### src/rtl/des_key_schedule.sv
`default_nettype none
// ============================================================================
// Module   : des_key_schedule
// Brief    : DES subkey generator: C/D rotate register + combinational PC-2,
//            subkeys issued over valid/ready. DES_KEYSCHED_DECRYPT_EN adds the
//            K16..K1 (right-rotate) order.
// Revision : 1.0
// ============================================================================
module des_key_schedule (
    input  logic        clk,
    input  logic        rst_n,
    input  logic        start,
    input  logic [56:1] key_in,
    input  logic        decrypt,
    output logic [48:1] subkey,
    output logic        subkey_valid,
    input  logic        subkey_ready,
    output logic [3:0]  round_idx,
    output logic        busy,
    output logic        done
);

    typedef enum logic [0:0] {S_IDLE = 1'b0, S_GEN = 1'b1} state_t;

    // PC-2 source bit (table numbering over {C,D}) for output bits 1..48
    localparam logic [47:0][5:0] c_PC2 = {
        6'd14, 6'd17, 6'd11, 6'd24, 6'd1,  6'd5,  6'd3,  6'd28,
        6'd15, 6'd6,  6'd21, 6'd10, 6'd23, 6'd19, 6'd12, 6'd4,
        6'd26, 6'd8,  6'd16, 6'd7,  6'd27, 6'd20, 6'd13, 6'd2,
        6'd41, 6'd52, 6'd31, 6'd37, 6'd47, 6'd55, 6'd30, 6'd40,
        6'd51, 6'd45, 6'd33, 6'd48, 6'd44, 6'd49, 6'd39, 6'd56,
        6'd34, 6'd53, 6'd46, 6'd42, 6'd50, 6'd36, 6'd29, 6'd32
    };

    state_t      r_state, w_state_nxt;
    logic [28:1] r_c, r_d, w_c_nxt, w_d_nxt;
    logic [3:0]  r_idx, w_idx_nxt;
    logic        r_done, w_done_nxt;
    logic        w_dir, w_accept, w_last, w_one;
    logic [56:1] w_cd;

    function automatic logic shift_one(input logic [4:0] r);
        return (r == 5'd1) || (r == 5'd2) || (r == 5'd9) || (r == 5'd16);
    endfunction

    function automatic logic [28:1] rotl(input logic [28:1] x, input logic one);
        return one ? {x[27:1], x[28]} : {x[26:1], x[28:27]};
    endfunction

`ifdef DES_KEYSCHED_DECRYPT_EN
    logic r_dir, w_dir_nxt;

    function automatic logic [28:1] rotr(input logic [28:1] x, input logic one);
        return one ? {x[1], x[28:2]} : {x[2:1], x[28:3]};
    endfunction

    assign w_dir = r_dir;
    // Decrypt undoes the rotation that produced the current round: shift(R)
    assign w_one = r_dir ? shift_one({1'b0, r_idx} + 5'd1)
                         : shift_one({1'b0, r_idx} + 5'd2);
`else
    logic w_unused;

    assign w_unused = decrypt;
    assign w_dir    = 1'b0;
    assign w_one    = shift_one({1'b0, r_idx} + 5'd2);
`endif

    assign busy         = (r_state == S_GEN);
    assign subkey_valid = busy;
    assign round_idx    = r_idx;
    assign done         = r_done;
    assign w_accept     = subkey_valid & subkey_ready;
    assign w_last       = w_dir ? (r_idx == 4'd0) : (r_idx == 4'd15);
    assign w_cd         = {r_c, r_d};

    for (genvar gi = 1; gi <= 48; gi++) begin : g_pc2
        localparam int c_SRC = 57 - int'(c_PC2[48-gi]);
        assign subkey[49-gi] = w_cd[c_SRC];
    end

    always_comb begin
        w_state_nxt = r_state;
        w_c_nxt     = r_c;
        w_d_nxt     = r_d;
        w_idx_nxt   = r_idx;
        w_done_nxt  = 1'b0;
`ifdef DES_KEYSCHED_DECRYPT_EN
        w_dir_nxt   = r_dir;
`endif
        case (r_state)
            S_IDLE: begin
                if (start) begin
                    w_state_nxt = S_GEN;
                    w_c_nxt     = rotl(key_in[56:29], 1'b1);
                    w_d_nxt     = rotl(key_in[28:1], 1'b1);
                    w_idx_nxt   = 4'd0;
`ifdef DES_KEYSCHED_DECRYPT_EN
                    w_dir_nxt   = decrypt;
                    // Total shift over 16 rounds is 28, so C16/D16 == C0/D0
                    if (decrypt) begin
                        w_c_nxt   = key_in[56:29];
                        w_d_nxt   = key_in[28:1];
                        w_idx_nxt = 4'd15;
                    end
`endif
                end
            end
            S_GEN: begin
                if (w_accept) begin
                    if (w_last) begin
                        w_state_nxt = S_IDLE;
                        w_done_nxt  = 1'b1;
                    end else begin
`ifdef DES_KEYSCHED_DECRYPT_EN
                        if (r_dir) begin
                            w_c_nxt   = rotr(r_c, w_one);
                            w_d_nxt   = rotr(r_d, w_one);
                            w_idx_nxt = r_idx - 4'd1;
                        end else begin
                            w_c_nxt   = rotl(r_c, w_one);
                            w_d_nxt   = rotl(r_d, w_one);
                            w_idx_nxt = r_idx + 4'd1;
                        end
`else
                        w_c_nxt   = rotl(r_c, w_one);
                        w_d_nxt   = rotl(r_d, w_one);
                        w_idx_nxt = r_idx + 4'd1;
`endif
                    end
                end
            end
            default: w_state_nxt = S_IDLE;
        endcase
    end

    always_ff @(posedge clk) begin
        if (!rst_n) begin
            r_state <= S_IDLE;
            r_c     <= '0;
            r_d     <= '0;
            r_idx   <= '0;
            r_done  <= 1'b0;
`ifdef DES_KEYSCHED_DECRYPT_EN
            r_dir   <= 1'b0;
`endif
        end else begin
            r_state <= w_state_nxt;
            r_c     <= w_c_nxt;
            r_d     <= w_d_nxt;
            r_idx   <= w_idx_nxt;
            r_done  <= w_done_nxt;
`ifdef DES_KEYSCHED_DECRYPT_EN
            r_dir   <= w_dir_nxt;
`endif
        end
    end

endmodule
`default_nettype wire

### config.mk
export PLATFORM = sky130hd
export DESIGN_NAME = des_key_schedule
export DESIGN_NICKNAME = d
export VERILOG_FILES = /design/src/rtl/des_key_schedule.sv
export SDC_FILE = /design/constraint.sdc
export NUM_CORES = 1
export LEC_CHECK = 0
export BUFFER_PORTS_ARGS = -buffer_cell sky130_fd_sc_hd__buf_2
export CELL_PAD_IN_SITES_DETAIL_PLACEMENT = 0
export CELL_PAD_IN_SITES_GLOBAL_PLACEMENT = 1
export CORE_MARGIN = 5
export CORE_UTILIZATION = 32
export DETAILED_ROUTE_END_ITERATION = 10
export GPL_TIMING_DRIVEN = 0
export PLACE_DENSITY_LB_ADDON = 0.3
export SLEW_MARGIN = 25
export SYNTH_ARGS = -nofsm -noshare
export SYNTH_HDL_FRONTEND = slang
export SYNTH_SLANG_ARGS = --single-unit
### constraint.sdc
create_clock -name clk -period 2.3 [get_ports clk]
set_input_delay 0 -clock clk [delete_from_list [all_inputs] [get_ports clk]]
set_output_delay 0 -clock clk [all_outputs]
set_load 0.1 [all_outputs]
# After elaboration in Yosys (flattened, before gate mapping)

Index checks and enable logic that the tools add are counted.

Bits in registers: 62
Input bits: 61
Output and inout port bits: 55

Add/subtract/negate cells: 2
Equal/unequal tests: 8
Multiplexer cells: 19
Bitwise logic cells: 2
Reduce and logical (&&, ||, !) cells: 5

Operators by type and width:

| cell                | count |
|---|---|
| $mux 28             | 8 |
| $pmux 28 s2         | 2 |
| $mux 4              | 3 |
| $pmux 4 s2          | 1 |
| $reduce_and 3->1    | 2 |
| $add 4x2->5 const B | 1 |
| $eq 5x1->1 const B  | 1 |
| $eq 5x2->1 const B  | 1 |
| $eq 5x4->1 const B  | 1 |
| $eq 5x5->1 const B  | 1 |
| $add 4x1->4 const B | 1 |
| $eq 4x4->1 const B  | 1 |
| $mux 1              | 4 |
| $ne 2x2->1 const B  | 2 |
| $logic_or 1x1->1    | 3 |
| $ne 2x1->1 const B  | 1 |
| $pmux 1 s2          | 1 |
| $and 1x1->1         | 1 |
| $not 1->1           | 1 |

# Depth between registers and ports, before layout

Gate-level depths: netlist (run 1).

Depth in word-level cells: 9
Gate-level depth with buffers: 9
Depth with buffers taken out: 6

# Least setup slack after synthesis (run 1)

OpenSTA, ideal clock, no wires.

Path kind: flip-flop to flip-flop
Start point: register r_idx[0], in the netlist round_idx[0]
End point: register r_c[10] in the netlist's numbering
Setup time: 0.083 ns
Arrival: 2.496 ns
Required time: 2.217 ns
Slack: -0.279 ns
Stages on the path, launching flop included: 10
Clock period less this slack: 2.579 ns
Cells stage by stage: dfxtp_1 inv_1 ha_1 a21bo_1 a21oi_2 buf_6 o31a_1 buf_6 buf_2 o221ai_1

Longest elaborated chain between the ends: 9
Elaborated cells on any way between the ends: 15
Classes of those cells: add/sub: 1; eq/ne: 6; mux: 4; reduce/logical: 4

RTL lines:

| what                                            | line | source |
|---|---|---|
| from (decl)                                     | 37   | `logic [3:0] r_idx, w_idx_nxt;` |
| from (signal assigned)                          | 151  | `r_idx <= w_idx_nxt;` |
| $add 4x2->5                                     | 66   | `assign w_one = shift_one({1'b0, r_idx} + 5'd2);` |
| $eq 5x1->1 / $eq 5x2->1 (equally long branches) | 43   | `return (r == 5'd1) \|\| (r == 5'd2) \|\| (r == 5'd9) \|\| (r == 5'd16);` |
| $logic_or 1x1->1 (3 in series)                  | 43   |  |
| $mux 28                                         | 47   | `return one ? {x[27:1], x[28]} : {x[26:1], x[28:27]};` |
| $mux 28                                         | 111  | `if (w_last) begin` |
| $mux 28                                         | 110  | `if (w_accept) begin` |
| $pmux 28 s2                                     | 91   | `case (r_state)` |
| to (signal assigned)                            | 149  | `r_c <= w_c_nxt;` |
| to (decl)                                       | 36   | `logic [28:1] r_c, r_d, w_c_nxt, w_d_nxt;` |

Several ways; a longest one is shown, not always the timed one. The select of a mux whose other input is x is not followed.
A chain may end at the register's enable or synchronous reset.

# Final worst setup path (run 1)

Start point: register r_idx[1], in the netlist round_idx[1]
End point: register r_c[20] in the netlist's numbering

Same word-level chain as after synthesis.

==> metrics.txt, run 1 <==
status=finished clean; Pwr Density=about 650 nW/um^2; CTS buffer count=9; Longest Clk Path Bufs=2; Clock Latency Late Sink=0.34 ns; layout cell share with drive strength beyond 1=a little under a third; First-pass DRT Iterations=5; CTS HTree Levels=3; VDD IR-drop max=roughly 0.33 mV; commonest non-fill, non-tap cell in the layout=buf_2; Setup CP Type=register to register; setup ws final=around 0.15 ns; count of final setup violators=0; Internal=2160 uW; register area share after synthesis=29.0%; routed wire length per instance=between 15 and 20 um; die area=between 15,000 and 20,000 sq um; Setup Buffers After CTS=0; CP most frequent cell=clkbuf_1; slowest CP cell=clkbuf_1; synth top area cells=dfxtp_1 (29%), and4_1 (12%), o221ai_1 (11%); Post-DP Area=5070 sq um; Reg area=approximately 1200 sq um; core area=13,200 sq um; Synth warnings=0; maxcap violations=0; final std cells w/o fill=811; final net count=about 700; Fill cells=1,391; post-synth top area share=between 20 and 30%; Initial Util=32.4%; standard-cell row count=between 40 and 50; vias in the first global route=4,646; drt drc=0; Ant. Diodes=0; CP arrival=2.40 ns; via count=4,696; post-synth cell types=30; post-DP HPWL=between 10,000 and 15,000 um; Top-Level Pins=roughly 120; Clock power frac=a little over a third; Worst-Margin Slew=0.558 ns; drt initial violations=430; dpl cells=~800; final wirelength=15,200 um; initial antenna violation count=0; sw power=between 1000 and 1500 uW; CTS tree=built; startpoint types=register; Max Clock Skew=0.0105 ns; Final Hold Vio Count=0; most frequent cells in the layout=buf_2 (127), nand2_1 (60), dfxtp_1 (59); GRT overflow=0; Switching Fraction=a little under two fifths; global router's overall resource usage=18.6%; RSZ-0062 raised after global routing=false; sequential share of power=between 30% and 40%; Chip Width=about 130 um; via density per instance=between 5 and 6; syn nets=approximately 570; Max transition margin=62.8%; RD Place Congestion=~0.83; #FFs+latches synth=between 60 and 70; min Tclk post-route=about 2.2 ns; Post-Syn Area per Cell=8.45 sq um; Leak Pwr=0.00211 uW; number of port buffers=114; largest area contributor in the netlist=dfxtp_1; Die H=126 um; fmax=roughly 0.46 GHz; CP max stage delay=around 0.42 ns; Gate power share=roughly 29%; clk sinks=62; CTS root buffer=clkbuf_16; min-delay worst type=input pin to register; Post-DRT Antenna Nets=0; Final period util=93.7%; post-route cell area=5340 sq um; Critical Path Fanout Max=10; Area Growth Syn to Fin=24.8%; CP Data Required Time=around 2.5 ns; Final TNS setup=0 ns; fin. max-slew vios=0; critical-path cell list=ha_1, inv_1, a21oi_1, clkbuf_1, clkbuf_1, o311ai_0, o221ai_1; pre-CTS WS=between 0.1 and 0.15 ns; crit end category=register; largest net degree at the start of global routing=11; Post-Syn Area=4280 sq um; global-route wire length before repair=24,300 um; clk slew on worst S/H paths=0.06 ns; Multi-input gate area=~2300 sq um; Syn Inst Count=506
==> worst paths after layout <==
| check | slack [ns] | cells past startpoint | from | to |
|---|---|---|---|---|
| min reg2reg | 0.54 | 2 | r_c[7]$_SDFFE_PN0P_ | r_c[9]$_SDFFE_PN0P_ |
| min | 0.00007 | 3 | key_in[22] | r_d[23]$_SDFFE_PN0P_ |
| max | 0.15 | 7 | round_idx[1]$_SDFFE_PN0P_ | r_c[20]$_SDFFE_PN0P_ |
| max reg2reg | 0.15 | 7 | round_idx[1]$_SDFFE_PN0P_ | r_c[20]$_SDFFE_PN0P_ |
==> area by class of cell <==
type	instances	share of cell area, %
multi-input cells	317	43.8
repair buffers	115	10.9
inverters	5	0.351
clock inverters	2	0.187
plain buffers	122	12.7
flip-flops and latches	62	23.3
clock buffers	12	4.62
well taps	176	4.12
==> layer usage <==
layer	GRT usage, %	wire length [um]	part of all wire (%)
met5	0	0	0
met4	7.21	364	2.4
met3	2.88	814	5.4
met2	30.5	7180	47
met1	24.6	6800	45
==> critical path: cells and delay by family, from the launching register on <==
family	cells	cell delay [ns]
buffers and inverters	3	0.87
AO/OA/AOI/OAI	3	0.56
flip-flops	1	0.41
adder cells (fa/ha/maj)	1	0.21
==> cell usage after synthesis, drive strengths merged <==
cell type and n:
buf 70, dfxtp 62, nand2 60, and4 57, a22oi 56, o221ai 56
o311ai 56, clkbuf 52, a21oi 7, ha 4, inv 4, nor2 4
nand3 3, nor3 3, nand2b 2, a21bo 1, and2 1, and3 1
clkinv 1, nand4 1, nor2b 1, o211ai 1, o31a 1, xnor2 1
xor2 1
==> logic make-up after synthesis <==
family	synth area share, %
flops	29.0
buf+inv	16.3
simple gates	18.9
fa+ha+maj	1.17
compound gates	34.3
xor+xnor	0.410
==> per-stage QoR <==
stage / power (uW) / hold WS (ns) / utilization (%)
2_1_floorplan: 2030 / 0.182 / -
3_3_place_gp: 2260 / 0.320 / 38.5
3_5_place_dp: 2260 / 0.319 / 38.5
4_1_cts: 3480 / 0.00216 / 40.5
5_1_grt: 3600 / 0.0151 / 40.5
6_report: 3470 / 0.0000695 / 40.5
==> registers in the layout (all words and copies together) (netlist names) <==
name and count:
busy 1, done 1, r_c 28, r_d 28
round_idx 4
==> power by group through the flow <==
stage                     clock, uW  sequential [uW]  combinational [uW]
after detailed placement          0             1250                1010
after global routing           1280             1250                1070
final                          1220             1230                1010
after global placement            0             1260                1000
after CTS                      1230             1230                1010
after floorplan                   0             1240                 791
==> timing repair <==
action                                  CTS  global route
hold buffers                              1             0
endpoints found under the setup margin    0            18
resized for setup                         0             5
hold endpoints to repair                  1             0
Power figures use the tool's default switching activity.
==> run 2: changes to the inputs <==
--- a/config.mk
+++ b/config.mk
@@ -12,7 +12,7 @@
 export CORE_UTILIZATION = 32
 export DETAILED_ROUTE_END_ITERATION = 10
 export GPL_TIMING_DRIVEN = 0
-export PLACE_DENSITY_LB_ADDON = 0.3
+export PLACE_DENSITY = 0.7
 export SLEW_MARGIN = 25
 export SYNTH_ARGS = -nofsm -noshare
 export SYNTH_HDL_FRONTEND = slang
==> metrics.txt, run 2 (same netlist as run 1, synthesis figures left out) <==
clk sinks=slightly above 60; fmax=approximately 0.47 GHz; Max transition margin=between 60 and 70%; post-DP HPWL=between 10,000 and 15,000 um; via count=~4,800; Pwr Density=699 nW/um^2; core area=about 13,000 sq um; CTS tree=built; min Tclk post-route=2.12 ns; maxcap violations=0; CTS root buffer=clkbuf_16; Setup CP Type=register to register; final design utilization=41.3%; CTS buffer count=9; via density per instance=5.86; CP max stage delay=approximately 0.42 ns; startpoint types=register; min-delay worst type=input pin to register; Critical Path Fanout Max=10; clk slew on worst S/H paths=around 0.06 ns; GRT overflow=0; layout cell share with drive strength beyond 1=31.5%; CP most frequent cell=buf_2; most frequent cells in the layout=buf_2 (127), nand2_1 (60), dfxtp_1 (59); Die H=about 130 um; CP Data Required Time=about 2.6 ns; drt drc=0; RD Place Congestion=between 0.8 and 0.9; VDD IR-drop max=0.358 mV; final net count=~700; Longest Clk Path Bufs=2; largest net degree at the start of global routing=11; Area Growth Syn to Fin=27.2%; RSZ-0062 raised after global routing=false; global router's overall resource usage=between 10% and 20%; Initial Util=between 30% and 40%; Final Hold Vio Count=0; Clock Latency Late Sink=between 0.3 and 0.4 ns; Final period util=between 90% and 100%; CP Buf/Inv Count=2; slowest CP cell=dfxtp_2; CP arrival=around 2.4 ns; count of final setup violators=0; standard-cell row count=between 40 and 50; Max Clock Skew=0.00531 ns; crit-path leading delay family=compound AO/OA/AOI/OAI gates; crit end category=register; CTS HTree Levels=3; routed wire length per instance=~19 um; Chip Width=approximately 130 um; Top-Level Pins=116; initial antenna violation count=0; fin. max-slew vios=0; Leak Pwr=roughly 0.0022 uW; number of port buffers=roughly 110; die area=between 15,000 and 20,000 sq um; First-pass DRT Iterations=5; drt initial violations=362; critical-path cell list=ha_1, nand3_1, a21oi_1, buf_2, buf_2, a22oi_1, o221ai_1; status=finished clean; Ant. Diodes=0; Worst-Margin Slew=around 0.54 ns; Fill cells=about 1,400; global-route wire length before repair=approximately 25,000 um; Final TNS setup=0 ns; vias in the first global route=~4,600; final wirelength=between 15,000 and 20,000 um; commonest non-fill, non-tap cell in the layout=buf_2; Post-DRT Antenna Nets=0
## run 2: stage by stage
step                std cells  hold slack (ns)  worst slack, ns  total power [uW]  instance area (sq um)
CTS                       815          0.00222           0.0953              3820                   5440
global route              815           0.0158          0.00307              3920                   5440
detailed placement        796            0.313            0.120              2270                   5070
finish                    815         0.000437            0.176              3810                   5440
global placement          796            0.309            0.179              2260                   5070
floorplan                 506            0.182           0.0452              2030                   4280
## run 2: routing by layer
layer,part of all wire (%),track usage (%),vias up
li1,-,-,2270
met1,47,26.4,2288
met2,45,29.3,201
met3,6.9,4.02,16
met4,1.2,5.61,0
met5,0,0,-
## run 2: worst paths after layout
path	cells past startpoint	slack, ns	start	endpoint
setup / recovery	7	0.18	round_idx[1]$_SDFFE_PN0P_	r_c[18]$_SDFFE_PN0P_
hold / removal	3	0.0004	key_in[29]	r_c[2]$_SDFFE_PN0P_
setup reg to reg	7	0.18	round_idx[1]$_SDFFE_PN0P_	r_c[18]$_SDFFE_PN0P_
hold reg to reg	2	0.54	r_c[20]$_SDFFE_PN0P_	r_c[22]$_SDFFE_PN0P_
## run 2: area by class of cell
class	instances	area, sq um	area share, %
multi-input cells	317	2340	43.0
flip-flops and latches	62	1240	22.9
plain buffers	122	681	12.5
repair buffers	117	601	11.0
clock buffers	13	270	4.97
well taps	176	220	4.05
clock inverters	3	65.1	1.20
inverters	5	18.8	0.345
## run 2: worst reg2reg max path, delay by kind of cell, from the launching register on
| kind | cells | cell delay [ns] |
|---|---|---|
| compound gates | 3 | 0.60 |
| fa+ha+maj | 1 | 0.22 |
| buf+inv | 2 | 0.60 |
| flops | 1 | 0.42 |
| simple gates | 1 | 0.21 |
## run 2: where the power goes
| part | total (uW) | leakage, uW | internal (uW) | switching (uW) |
|---|---|---|---|---|
| clock network | 1550 | 0.000166 | 1040 | 517 |
| logic | 1020 | 0.00149 | 273 | 746 |
| registers | 1230 | 0.000510 | 1150 | 86.0 |
| total | 3810 | 0.00216 | 2460 | 1350 |
## run 2: repair_timing
| action | 4_1_cts | 5_1_grt |
|---|---|---|
| buffers inserted | 0 | 0 |
| hold buffers | 3 | 0 |
| resized for setup | 0 | 8 |
| endpoints found under the hold margin | 5 | 0 |
| setup endpoints to repair | 0 | 34 |
